`src/rtl/ct_hpcp_cntx_acc.sv`:
```
// One performance-monitor counter: a registered, event-gated increment feeding a
// 64-bit wrap-around accumulator with a sticky overflow flag and an interrupt pulse.
module ct_hpcp_cntx_acc #(
  parameter int unsigned EVT_MAX = 42
) (
  input  logic        forever_cpuclk,
  input  logic        cpurst,
  input  logic [3:0]  mhpmcntx_adder,
  input  logic [5:0]  mhpmevtx_value,
  input  logic        hpcp_cnt_en,
  input  logic        mhpmcntx_wen,
  input  logic [63:0] mhpmcntx_wdata,
  input  logic        mhpmcntx_ovf_clr,
  output logic [63:0] mhpmcntx_value,
  output logic        mhpmcntx_ovf,
  output logic        mhpmcntx_ovf_int
);

  localparam logic [5:0] EVT_MAX_CODE = 6'(EVT_MAX);

  logic        sel_valid;
  logic [3:0]  inc_nxt;
  logic [3:0]  inc_ff;
  logic [63:0] cnt_ff;
  logic [64:0] cnt_sum;
  logic        cnt_carry;
  logic        ovf_ff;
  logic        ovf_int_ff;

  // The mux forces a clean zero so an X on the adder never enters the pipeline.
  always_comb begin
    sel_valid = hpcp_cnt_en && (mhpmevtx_value != 6'd0) && (mhpmevtx_value <= EVT_MAX_CODE);
    inc_nxt   = 4'd0;
    if (sel_valid && !mhpmcntx_wen)
      inc_nxt = mhpmcntx_adder;
  end

  always_comb begin
    cnt_sum   = {1'b0, cnt_ff} + {61'd0, inc_ff};
    cnt_carry = cnt_sum[64] && !mhpmcntx_wen;
  end

  always_ff @(posedge forever_cpuclk) begin
    if (cpurst)
      inc_ff <= 4'd0;
    else
      inc_ff <= inc_nxt;
  end

  // A CSR write replaces the sum outright, so the in-flight increment is dropped.
  always_ff @(posedge forever_cpuclk) begin
    if (cpurst)
      cnt_ff <= 64'd0;
    else if (mhpmcntx_wen)
      cnt_ff <= mhpmcntx_wdata;
    else
      cnt_ff <= cnt_sum[63:0];
  end

  // Setting the flag outranks clearing it so a coincident overflow is never lost.
  always_ff @(posedge forever_cpuclk) begin
    if (cpurst) begin
      ovf_ff     <= 1'b0;
      ovf_int_ff <= 1'b0;
    end else begin
      ovf_int_ff <= cnt_carry;
      if (cnt_carry)
        ovf_ff <= 1'b1;
      else if (mhpmcntx_ovf_clr)
        ovf_ff <= 1'b0;
    end
  end

  assign mhpmcntx_value   = cnt_ff;
  assign mhpmcntx_ovf     = ovf_ff;
  assign mhpmcntx_ovf_int = ovf_int_ff;

endmodule

```
`config.mk`:
```
export PLATFORM = sky130hd
export DESIGN_NAME = ct_hpcp_cntx_acc
export DESIGN_NICKNAME = d
export VERILOG_FILES = /design/src/rtl/ct_hpcp_cntx_acc.sv
export SDC_FILE = /design/constraint.sdc
export NUM_CORES = 1
export LEC_CHECK = 0
export CAP_MARGIN = 20
export CORE_ASPECT_RATIO = 1.2
export CORE_MARGIN = 10
export CORE_UTILIZATION = 31
export CTS_CLUSTER_SIZE = 10
export DETAILED_ROUTE_END_ITERATION = 16
export GPL_ROUTABILITY_DRIVEN = 0
export PLACE_DENSITY = 0.69
export SYNTH_ARGS = -nofsm -noshare
export SYNTH_HDL_FRONTEND = slang
export SYNTH_SLANG_ARGS = --single-unit
export TNS_END_PERCENT = 10
```
`constraint.sdc`:
```
create_clock -name forever_cpuclk -period 3.4 [get_ports forever_cpuclk]
set_input_delay 0.51 -clock forever_cpuclk [delete_from_list [all_inputs] [get_ports forever_cpuclk]]
set_output_delay 0.51 -clock forever_cpuclk [all_outputs]
set_load 0.02 [all_outputs]
```
Yosys cells after proc, flatten, opt, wreduce, memory -nomap -nowiden
Index checks and enable logic that the tools add are counted.

Word-level logic and storage cells: 18. Register bits after elaboration: 70.

Reductions and logical operators: 8. Muxes and demuxes: 3. Add/subtract/negate cells: 1. Magnitude comparators: 1. Bitwise logic cells: 1.

Operators with widths (count): adder 64 x 4 -> 65 bit (1); 2-to-1 mux 64 bit (1); <= comparator 6 bit, second input constant (1); nonzero test 6 bit (1); logical AND 1 bit (4); 2-to-1 mux 1 bit (2); nonzero test 2 bit (1); OR reduction 2 bit (1); zero test 1 bit (1); NOT 1 bit (1).

Logic depth before layout (Yosys ltp)
Gate-level depths: netlist of the first run.

Depth after elaboration: 6. Depth in mapped cells: 8. Mapped depth without buffers: 7.

Worst setup path after synthesis of the first run
Ideal clock, no wire load.

Path kind: register to register. Start point: register cnt_ff[0], in the netlist mhpmcntx_value[0]. End point: register cnt_ff[50], in the netlist mhpmcntx_value[50]. Period minus slack after synthesis: 2.194 ns. Arrival: 2.103 ns. Setup slack: 1.206 ns. Stages on the path, launching flop included: 8. Library setup time: 0.091 ns. Path through: dfxtp_1 > ha_1 > fa_1 > a21oi_1 > o21ai_2 > nand3_1 > or4_1 > a311oi_1.

Cells in the longest elaborated chain, start to end: 2.

Ends and longest elaborated chain: from (decl) (RTL line 24) `logic [63:0] cnt_ff;`; from (signal assigned) (RTL line 55) `cnt_ff <= mhpmcntx_wdata;`; from (signal assigned) (RTL line 57) `cnt_ff <= cnt_sum[63:0];`; adder 64 x 4 -> 65 bit (RTL line 39) `cnt_sum = {1'b0, cnt_ff} + {61'd0, inc_ff};`; 2-to-1 mux 64 bit (RTL line 54) `else if (mhpmcntx_wen)`.

Every way passes these cells. A chain may end at the register's enable or synchronous reset.

Worst setup path in the final report of the first run
Start point: register cnt_ff[0], in the netlist mhpmcntx_value[0]. End point: register cnt_ff[42], in the netlist mhpmcntx_value[42].

The elaborated chain is that of the path after synthesis.

==> results.cfg, run 1 <==
[outcome]
status = finished, final reports clean

[timing]
whs_ns = 0.4674
skew_ns = 0.009584
hold_violations = 0
fin_ws_ns = 0.8590
worst_slew_pin_slew_ns = 0.8157
slew_headroom_pct = 45.62
min_period_ns = 2.541
rsz0062_at_grt = false
slew_violations = 0
fin_tns_setup_ns = 0
setup_viol = 0
fmaxAchievable_mhz = 393.5
fin_crit_sh_pct = 74.74

[floorplanning]
die_y_um = 145.8
die_area_mm2 = 0.01819
coreArea_mm2 = 0.01278
rows = 45
die_w_um = 124.8
io-pin-count = 145
initial_utilization_pct = 31.97

[route]
viasPerCell = 5.588
routed_wl_mm = 14.71
routedWlPerCell_um = 18.36
drt_iter0_drc = 358
ant_nets = 0
vias = 4476
first_pass_iters = 5
route.detailed.drc = 0

[critical_path]
critical_path_required_ns = 3.65
cpLargestDelayFamily = simple AND/OR/NAND/NOR gates
r2r-end = mhpmcntx_value[42]$_SDFF_PP0_
cp_max_fo = 9
crit_chain = ha_1 -> fa_1 -> a21oi_1 -> o21ai_2 -> nand4_1 -> or3_1 -> a311oi_1
crit_start = mhpmcntx_value[0]$_SDFF_PP0_
r2r_slack_ns = 0.86
crit_arrival_ns = 2.79
cp-end-kind = flop
max_stage_delay_ns = 0.45
slowest_stage = or3_1
worstRegToRegCells = 7
crit_buf_inv = 0
cp-start-kind = flop
critical_path_class = flop to flop
r2r_start = mhpmcntx_value[0]$_SDFF_PP0_

[synthesis]
synthesis.nets = 588
synth_cells = 504
synth-xor-area-share_pct = 5.787
syn_avg_cell_area_um2 = 8.108
ys_seq_area_share_pct = 34.29
synth_area_leaders = dfxtp_1, nor2_1, a211oi_1, nand4_1, nand3_1
synth_top_family_by_area = simple AND/OR/NAND/NOR gates
synth_flop_cell = dfxtp_1
yosys-top-cells-count = dfxtp_1, nor2_1, nand2_1
synthAdderAreaFrac_pct = 1.715
synth_top_area_share_pct = 34.29
synth-compound-area-share_pct = 20.94
synth_most_common_cell = dfxtp_1
post_synth_num_cell_types = 59
synth_seq_cells = 70
ys_warn_count = 0
synth-edff-count = 0
yosys.area_share.simple_pct = 32.27
yosysTopAreaCell = dfxtp_1
yosys-mux-area-fraction_pct = 0.4899
synthArstFlopShare_pct = 0
synth_area_mm2 = 0.004086

[hold_path]
worstHoldEndpoint = mhpmcntx_ovf$_SDFFE_PP0P_
min_delay_path_depth = 2
min_path_type = flop to flop
min-delay-start = mhpmcntx_ovf$_SDFFE_PP0P_

[grt]
first_global_vias = 4384
grt_usage_pct = 15.13
grt_overflow_total = 0
antenna_found_initial = 0
grt_pass1_wl_mm = 23.13
grt_max_degree = 52

[cts]
clockRootBuffer = clkbuf_16
clock_latency_ns = 0.34
cts_setup_buffers = 0
cts_buffers = 9
path_clk_slew_ns = 0.06
cts_tree = done
clock_sinks = 70
htree_levels = 3
cts.path.max_buffers = 2
cts-resized-gates = 0
postCtsHoldBufs = 0

[power]
ir_worst_vdd_v = 0.0002582
p_leak_nw = 2.037
power.density_mw_per_mm2 = 392.4
finalPower_mw = 2.330

[final_layout]
regArea_mm2 = 0.001401
layout-drive-gt1-share_pct = 5.338
multiInputGateArea_mm2 = 0.002501
final_cell_area_mm2 = 0.005937
fillers = 1240
fin_cells = 801
area_growth_pct = 45.28
diodes = 0
utilization_pct = 46.45
fin_nets = 716

[placed_design]
place_area_mm2 = 0.005634
dpl.hpwl_mm = 11.14
pre_cts_ws_ns = 0.8596
numPortBuffers = 144
dpl.cell_count = 785

[job]
maxCapViolCount = 0
==> cells by family (layout without fill, tap and decap cells) <==
logic type,Yosys count,after routing
DFF,70,70
adders and majority gates,5,5
AOI/OAI and AO/OA,115,115
buffers and inverters,45,178
muxes,2,2
and+or+nand+nor,240,240
xor gates and xnor gates,27,27
==> how the worst max path moves through the flow <==
| stage | end | cells past startpoint |
|---|---|---|
| final | mhpmcntx_value[42]$_SDFF_PP0_ | 7 |
| after global placement | mhpmcntx_value[57]$_SDFF_PP0_ | 5 |
| after detailed placement | mhpmcntx_value[38]$_SDFF_PP0_ | 7 |
| after global routing | mhpmcntx_value[44]$_SDFF_PP0_ | 7 |
| after CTS | mhpmcntx_value[42]$_SDFF_PP0_ | 7 |
| after floorplan | mhpmcntx_value[50]$_SDFF_PP0_ | 7 |
==> power breakdown <==
| group | switching, mW | total, mW | internal [mW] |
|---|---|---|---|
| clock network | 0.351 | 0.959 | 0.607 |
| logic | 0.200 | 0.423 | 0.224 |
| registers | 0.0734 | 0.948 | 0.874 |
==> sequential cells by signal (all words and copies together), names as in the netlist <==
register	count
mhpmcntx_value	64
mhpmcntx_ovf_int	1
mhpmcntx_ovf	1
inc_ff	4
==> cells in the final DEF, fill, tap and decap left out, types with 5 or more instances in the layout <==
cell and n:
nand2_1 37, and3_1 13, a211oi_1 23, a2111oi_0 5, or4_1 7, nand4_1 26
xor2_1 18, a311oi_1 17, dfxtp_1 70, clkdlybuf4s50_1 142, or3_1 10, nor2_1 58
xnor2_1 9, clkbuf_16 9, inv_1 13, nand3_1 32, o31ai_1 7, nor3_1 11
and2_1 7, o211ai_1 5, a21oi_1 11, o21ai_0 18, and4_1 8
==> area by class of cell <==
type,count,area share [%]
Clock buffer,13,4.384
Inverter,14,0.8851
Multi-Input combinational cell,389,42.13
Timing Repair Buffer,148,24.83
Tap cell,164,3.456
Clock inverter,3,0.7165
Sequential cell,70,23.60
==> worst register-to-register path, cell delays in order, from the launching register on <==
cell and delay (ns):
dfxtp_1 0.34, ha_1 0.21, fa_1 0.26, a21oi_1 0.13, o21ai_2 0.43, nand4_1 0.37
or3_1 0.45, a311oi_1 0.25
==> metal layers <==
layer	up-vias	GRT usage (%)	wire, um
met5	-	0	0
met4	0	4.037	157
met3	12	5.495	1225
met2	177	25.71	7269
met1	2118	17.47	6057
li1	2169	-	-
(Power assumes the default switching activity.)
==> run 2, diff against run 1 <==
--- a/config.mk
+++ b/config.mk
@@ -12,7 +12,7 @@
 export CTS_CLUSTER_SIZE = 10
 export DETAILED_ROUTE_END_ITERATION = 16
 export GPL_ROUTABILITY_DRIVEN = 0
-export PLACE_DENSITY = 0.69
+export PLACE_DENSITY = 0.71
 export SYNTH_ARGS = -nofsm -noshare
 export SYNTH_HDL_FRONTEND = slang
 export SYNTH_SLANG_ARGS = --single-unit
==> constraint.sdc (replaced) <==
create_clock -name forever_cpuclk -period 2.2 [get_ports forever_cpuclk]
set_input_delay 0.33 -clock forever_cpuclk [delete_from_list [all_inputs] [get_ports forever_cpuclk]]
set_output_delay 0.33 -clock forever_cpuclk [all_outputs]
set_load 0.02 [all_outputs]
==> results.cfg, run 2 (synthesis results as in run 1) <==
[power]
power.density_mw_per_mm2 = 568.2
finalPower_mw = 3.706
p_leak_nw = 2.344
seq_power_share_pct = 38.9
pwr-share-comb_pct = 20.3
internal_power_mw = 2.686
p_sw_share_pct = 27.52
p_clk_share_pct = 40.8
ir_worst_vdd_v = 0.0003212
p_sw_mw = 1.020

[critical_path]
r2r_slack_ns = 0.06
crit_arrival_ns = 2.37
cp-start-kind = flop
r2r-end = mhpmcntx_value[49]$_SDFF_PP0_
critical_path_class = flop to flop
worstRegToRegCells = 6
critical_path_required_ns = 2.43
cp_max_fo = 6
cp-end-kind = flop
r2r_start = mhpmcntx_value[2]$_SDFF_PP0_

[placed_design]
dpl.cell_count = 832
numPortBuffers = 144
dpl.hpwl_mm = 11.95
pre_cts_ws_ns = -0.04048

[final_layout]
final_common_cell = clkdlybuf4s50_1
largest_reg_flops = 64
layout_common_cells = clkdlybuf4s50_1, dfxtp_1, buf_4, nor2_1, nand2_1
fin_nets = 777
diodes = 0
fin_cells = 862
layout-drive-gt1-share_pct = 16.19
area_growth_pct = 59.61

[timing]
fmaxAchievable_mhz = 467.7
hold_violations = 0
slew_headroom_pct = 70.39
fin_crit_sh_pct = 97.18
skew_ns = 0.003908
slew_violations = 0
setup_viol = 0
whs_ns = 0.4498
fin_ws_ns = 0.06207
min_period_ns = 2.138
worst_slew_pin_slew_ns = 0.4417
rsz0062_at_grt = true

[hold_path]
min_path_type = primary input to flop
worstHoldEndpoint = mhpmcntx_ovf_int$_SDFF_PP0_
min-delay-start = cpurst
min_delay_path_depth = 4

[grt]
grt_pass1_wl_mm = 24.78
first_global_vias = 4700
grt_usage_pct = 16.17
antenna_found_initial = 0
grt_max_degree = 54
grt_overflow_total = 0

[route]
routedWlPerCell_um = 18.70
ant_nets = 0
viasPerCell = 5.573
drt_iter0_drc = 421
route.detailed.drc = 0
first_pass_iters = 5
routed_wl_mm = 16.12
vias = 4804

[floorplanning]
die_w_um = 124.8
coreArea_mm2 = 0.01278
die_area_mm2 = 0.01819
initial_utilization_pct = 31.97
rows = 45
io-pin-count = 145
die_y_um = 145.8

[cts]
cts.path.max_buffers = 2
htree_levels = 3
path_clk_slew_ns = 0.06
cts_tree = done
clock_latency_ns = 0.34
clock_sinks = 70
clockRootBuffer = clkbuf_16
cts_buffers = 9

[job]
maxCapViolCount = 0

[outcome]
status = finished, final reports clean
==> run 2: routing by layer <==
metal | GRT usage (%) | part of all wire (%) | vias up
met5 | 0 | 0 | -
met4 | 4.037 | 1.5 | 0
met3 | 5.568 | 8.4 | 23
met2 | 27.26 | 50 | 215
met1 | 19.11 | 40 | 2267
li1 | - | - | 2299
==> run 2: stage by stage <==
step / TNS (ns) / area [um^2] / utilization (%)
floorplan: 0 / 4086 / -
global placement: 0 / 6000 / 46.94
detailed placement: -0.08221 / 6000 / 46.94
CTS: 0 / 6327 / 49.51
global route: -0.1009 / 6523 / 51.03
finish: 0 / 6523 / 51.03
==> run 2: critical path: stages, from the launching register on <==
cell and delay, ns:
dfxtp_1 0.35, ha_4 0.31, nand4_1 0.16, o22ai_4 0.27, nand4_1 0.26, or4b_1 0.56
o2111a_1 0.13
==> run 2: worst max-delay path by stage <==
stage | slack [ns] | to | start | cells past startpoint
4_1_cts | 0.01 | mhpmcntx_value[42]$_SDFF_PP0_ | mhpmcntx_value[0]$_SDFF_PP0_ | 7
6_report | 0.06 | mhpmcntx_value[49]$_SDFF_PP0_ | mhpmcntx_value[2]$_SDFF_PP0_ | 6
3_3_place_gp | 0.04 | mhpmcntx_value[44]$_SDFF_PP0_ | mhpmcntx_value[0]$_SDFF_PP0_ | 7
5_1_grt | -0.04 | mhpmcntx_value[49]$_SDFF_PP0_ | mhpmcntx_value[2]$_SDFF_PP0_ | 6
2_1_floorplan | 0.006 | mhpmcntx_value[50]$_SDFF_PP0_ | mhpmcntx_value[0]$_SDFF_PP0_ | 7
3_5_place_dp | -0.04 | mhpmcntx_value[42]$_SDFF_PP0_ | mhpmcntx_value[0]$_SDFF_PP0_ | 7
==> run 2: cell type report <==
type,instances,area [um^2]
clock buffers,11,252.7
multi-input cells,391,2623
repair buffers,207,1929
clock inverters,5,57.56
flip-flops and latches,70,1403
well taps,164,205.2
inverters,14,52.55
fillers,1192,6259
==> run 2: what timing repair did <==
item                                   in CTS  in global routing
setup endpoints to repair                  10                 34
buffers inserted                            1                 11
hold buffers                                0                  0
resized for setup                           2                 19
pin swaps                                   3                 16
endpoints found under the hold margin       0                  0
gates cloned                                0                  2
==> run 2: power by group through the flow <==
stage | Combinational, mW | Sequential, mW | Clock [mW]
finish | 0.751 | 1.44 | 1.51
global route | 0.806 | 1.45 | 1.58
CTS | 0.745 | 1.44 | 1.52
detailed placement | 0.740 | 1.46 | 0
global placement | 0.731 | 1.46 | 0
floorplan | 0.200 | 1.56 | 0
==> run 3, diff against run 2 <==
--- a/config.mk
+++ b/config.mk
@@ -11,8 +11,9 @@
 export CORE_UTILIZATION = 31
 export CTS_CLUSTER_SIZE = 10
 export DETAILED_ROUTE_END_ITERATION = 16
+export DONT_BUFFER_PORTS = 1
 export GPL_ROUTABILITY_DRIVEN = 0
-export PLACE_DENSITY = 0.71
+export PLACE_DENSITY = 0.56
 export SYNTH_ARGS = -nofsm -noshare
 export SYNTH_HDL_FRONTEND = slang
 export SYNTH_SLANG_ARGS = --single-unit
==> results.cfg, run 3 (synthesis results as in run 1) <==
[placed_design]
numPortBuffers = 0
place_area_mm2 = 0.004800
dpl.hpwl_mm = 11.53
dpl.cell_count = 722

[floorplanning]
die_y_um = 145.8
io-pin-count = 145
die_w_um = 124.8
initial_utilization_pct = 31.97
coreArea_mm2 = 0.01278
rows = 45
die_area_mm2 = 0.01819

[timing]
setup_viol = 0
worst_slew_pin_slew_ns = 0.5298
hold_violations = 0
rsz0062_at_grt = true
fmaxAchievable_mhz = 472.3
skew_ns = 0.01080
min_period_ns = 2.117
slew_violations = 0
whs_ns = 0.07465
slew_headroom_pct = 64.49
fin_crit_sh_pct = 96.24

[final_layout]
layout_common_cells = buf_4, dfxtp_1, nor2_1, nand2_1, nand3_1
final_cell_area_mm2 = 0.005236
fin_cells = 740
largest_reg_flops = 64
area_growth_pct = 28.14
diodes = 0
utilization_pct = 40.97
final_common_cell = buf_4
layout-drive-gt1-share_pct = 22.40
fin_nets = 655

[grt]
grt_max_degree = 67
grt_overflow_total = 0
grt_util_met2_pct = 26.26
top_usage_layer = met2
antenna_found_initial = 0
grtUsageMet3_pct = 7.205
grt_usage_pct = 15.84
first_global_vias = 4370
grt_util_met1_pct = 17.37
grt_pass1_wl_mm = 23.75

[route]
routed_wl_mm = 15.26
ant_nets = 0
first_pass_iters = 4
viasPerCell = 5.780
route.detailed.drc = 0
drt_iter0_drc = 309
routedWlPerCell_um = 20.61
vias = 4277

[power]
pwr-share-comb_pct = 14.4
internal_power_mw = 2.573
p_leak_nw = 1.919
p_sw_mw = 0.9522
finalPower_mw = 3.525
p_sw_share_pct = 27.01
seq_power_share_pct = 40.2
power.density_mw_per_mm2 = 673.2
ir_worst_vdd_v = 0.0003601
p_clk_share_pct = 45.4

[critical_path]
cp_max_fo = 8
critical_path_class = flop to flop
critical_path_required_ns = 2.41
crit_arrival_ns = 2.33
cp-end-kind = flop
cp-start-kind = flop
crit_buf_inv = 0
slowest_stage = nor4_1
cpLargestDelayFamily = simple AND/OR/NAND/NOR gates
max_stage_delay_ns = 0.46
crit_chain = nand4_1 -> nor4_1 -> and4_2 -> a311oi_1 -> a2111oi_0

[cts]
cts_tree = done
cts.path.max_buffers = 2
clock_sinks = 70
clock_latency_ns = 0.34
clockRootBuffer = clkbuf_16
postCtsHoldBufs = 0
htree_levels = 3
cts_buffers = 9
path_clk_slew_ns = 0.06

[hold_path]
min_path_type = primary input to flop

[outcome]
status = finished, final reports clean

[job]
maxCapViolCount = 0
==> run 3: per-stage QoR <==
stage / TNS (ns) / worst slack, ns
2_1_floorplan: 0 / 0.005990
3_3_place_gp: 0 / 0.007634
3_5_place_dp: -0.03025 / -0.01940
4_1_cts: -0.02411 / -0.009456
5_1_grt: -0.09315 / -0.05537
6_report: 0 / 0.08271
==> run 3: final timing paths <==
path,from,to,slack [ns],depth (start not counted)
min,cpurst,mhpmcntx_value[60]$_SDFF_PP0_,0.07,1
max reg2reg,mhpmcntx_value[17]$_SDFF_PP0_,mhpmcntx_value[45]$_SDFF_PP0_,0.08,5
max,mhpmcntx_value[17]$_SDFF_PP0_,mhpmcntx_value[45]$_SDFF_PP0_,0.08,5
min reg2reg,mhpmcntx_value[48]$_SDFF_PP0_,mhpmcntx_value[48]$_SDFF_PP0_,0.55,2
==> run 3: layout make-up <==
type / instances / area [um^2]
inverters: 14 / 53.80
clock inverters: 6 / 85.08
multi-input cells: 390 / 2603
fillers: 1265 / 7545
flip-flops and latches: 70 / 1401
clock buffers: 10 / 239.0
well taps: 164 / 205.2
repair buffers: 86 / 649.4
==> run 3: what timing repair did <==
item	in CTS	in global routing
buffers inserted	0	1
pin swaps	5	2
resized for setup	2	16
endpoints found under the setup margin	10	31
gates cloned	0	1
==> run 3: worst register-to-register path, delay by kind of cell (launching register included) <==
family | cells | cell delay [ns]
and+or+nand+nor | 3 | 1.11
AOI/OAI and AO/OA | 2 | 0.49
DFF | 1 | 0.39
==> run 3: metal layers <==
layer	vias up	part of all wire, %
li1	2045	-
met1	2069	39
met2	145	48
met3	18	10
met4	0	2.1
met5	-	0
==> run 3: power by group through the flow <==
stage,clock (mW),combinational (mW),sequential [mW]
floorplan,0,0.200,1.56
global placement,0,0.490,1.44
detailed placement,0,0.499,1.44
CTS,1.62,0.501,1.41
global route,1.67,0.554,1.43
finish,1.60,0.506,1.42
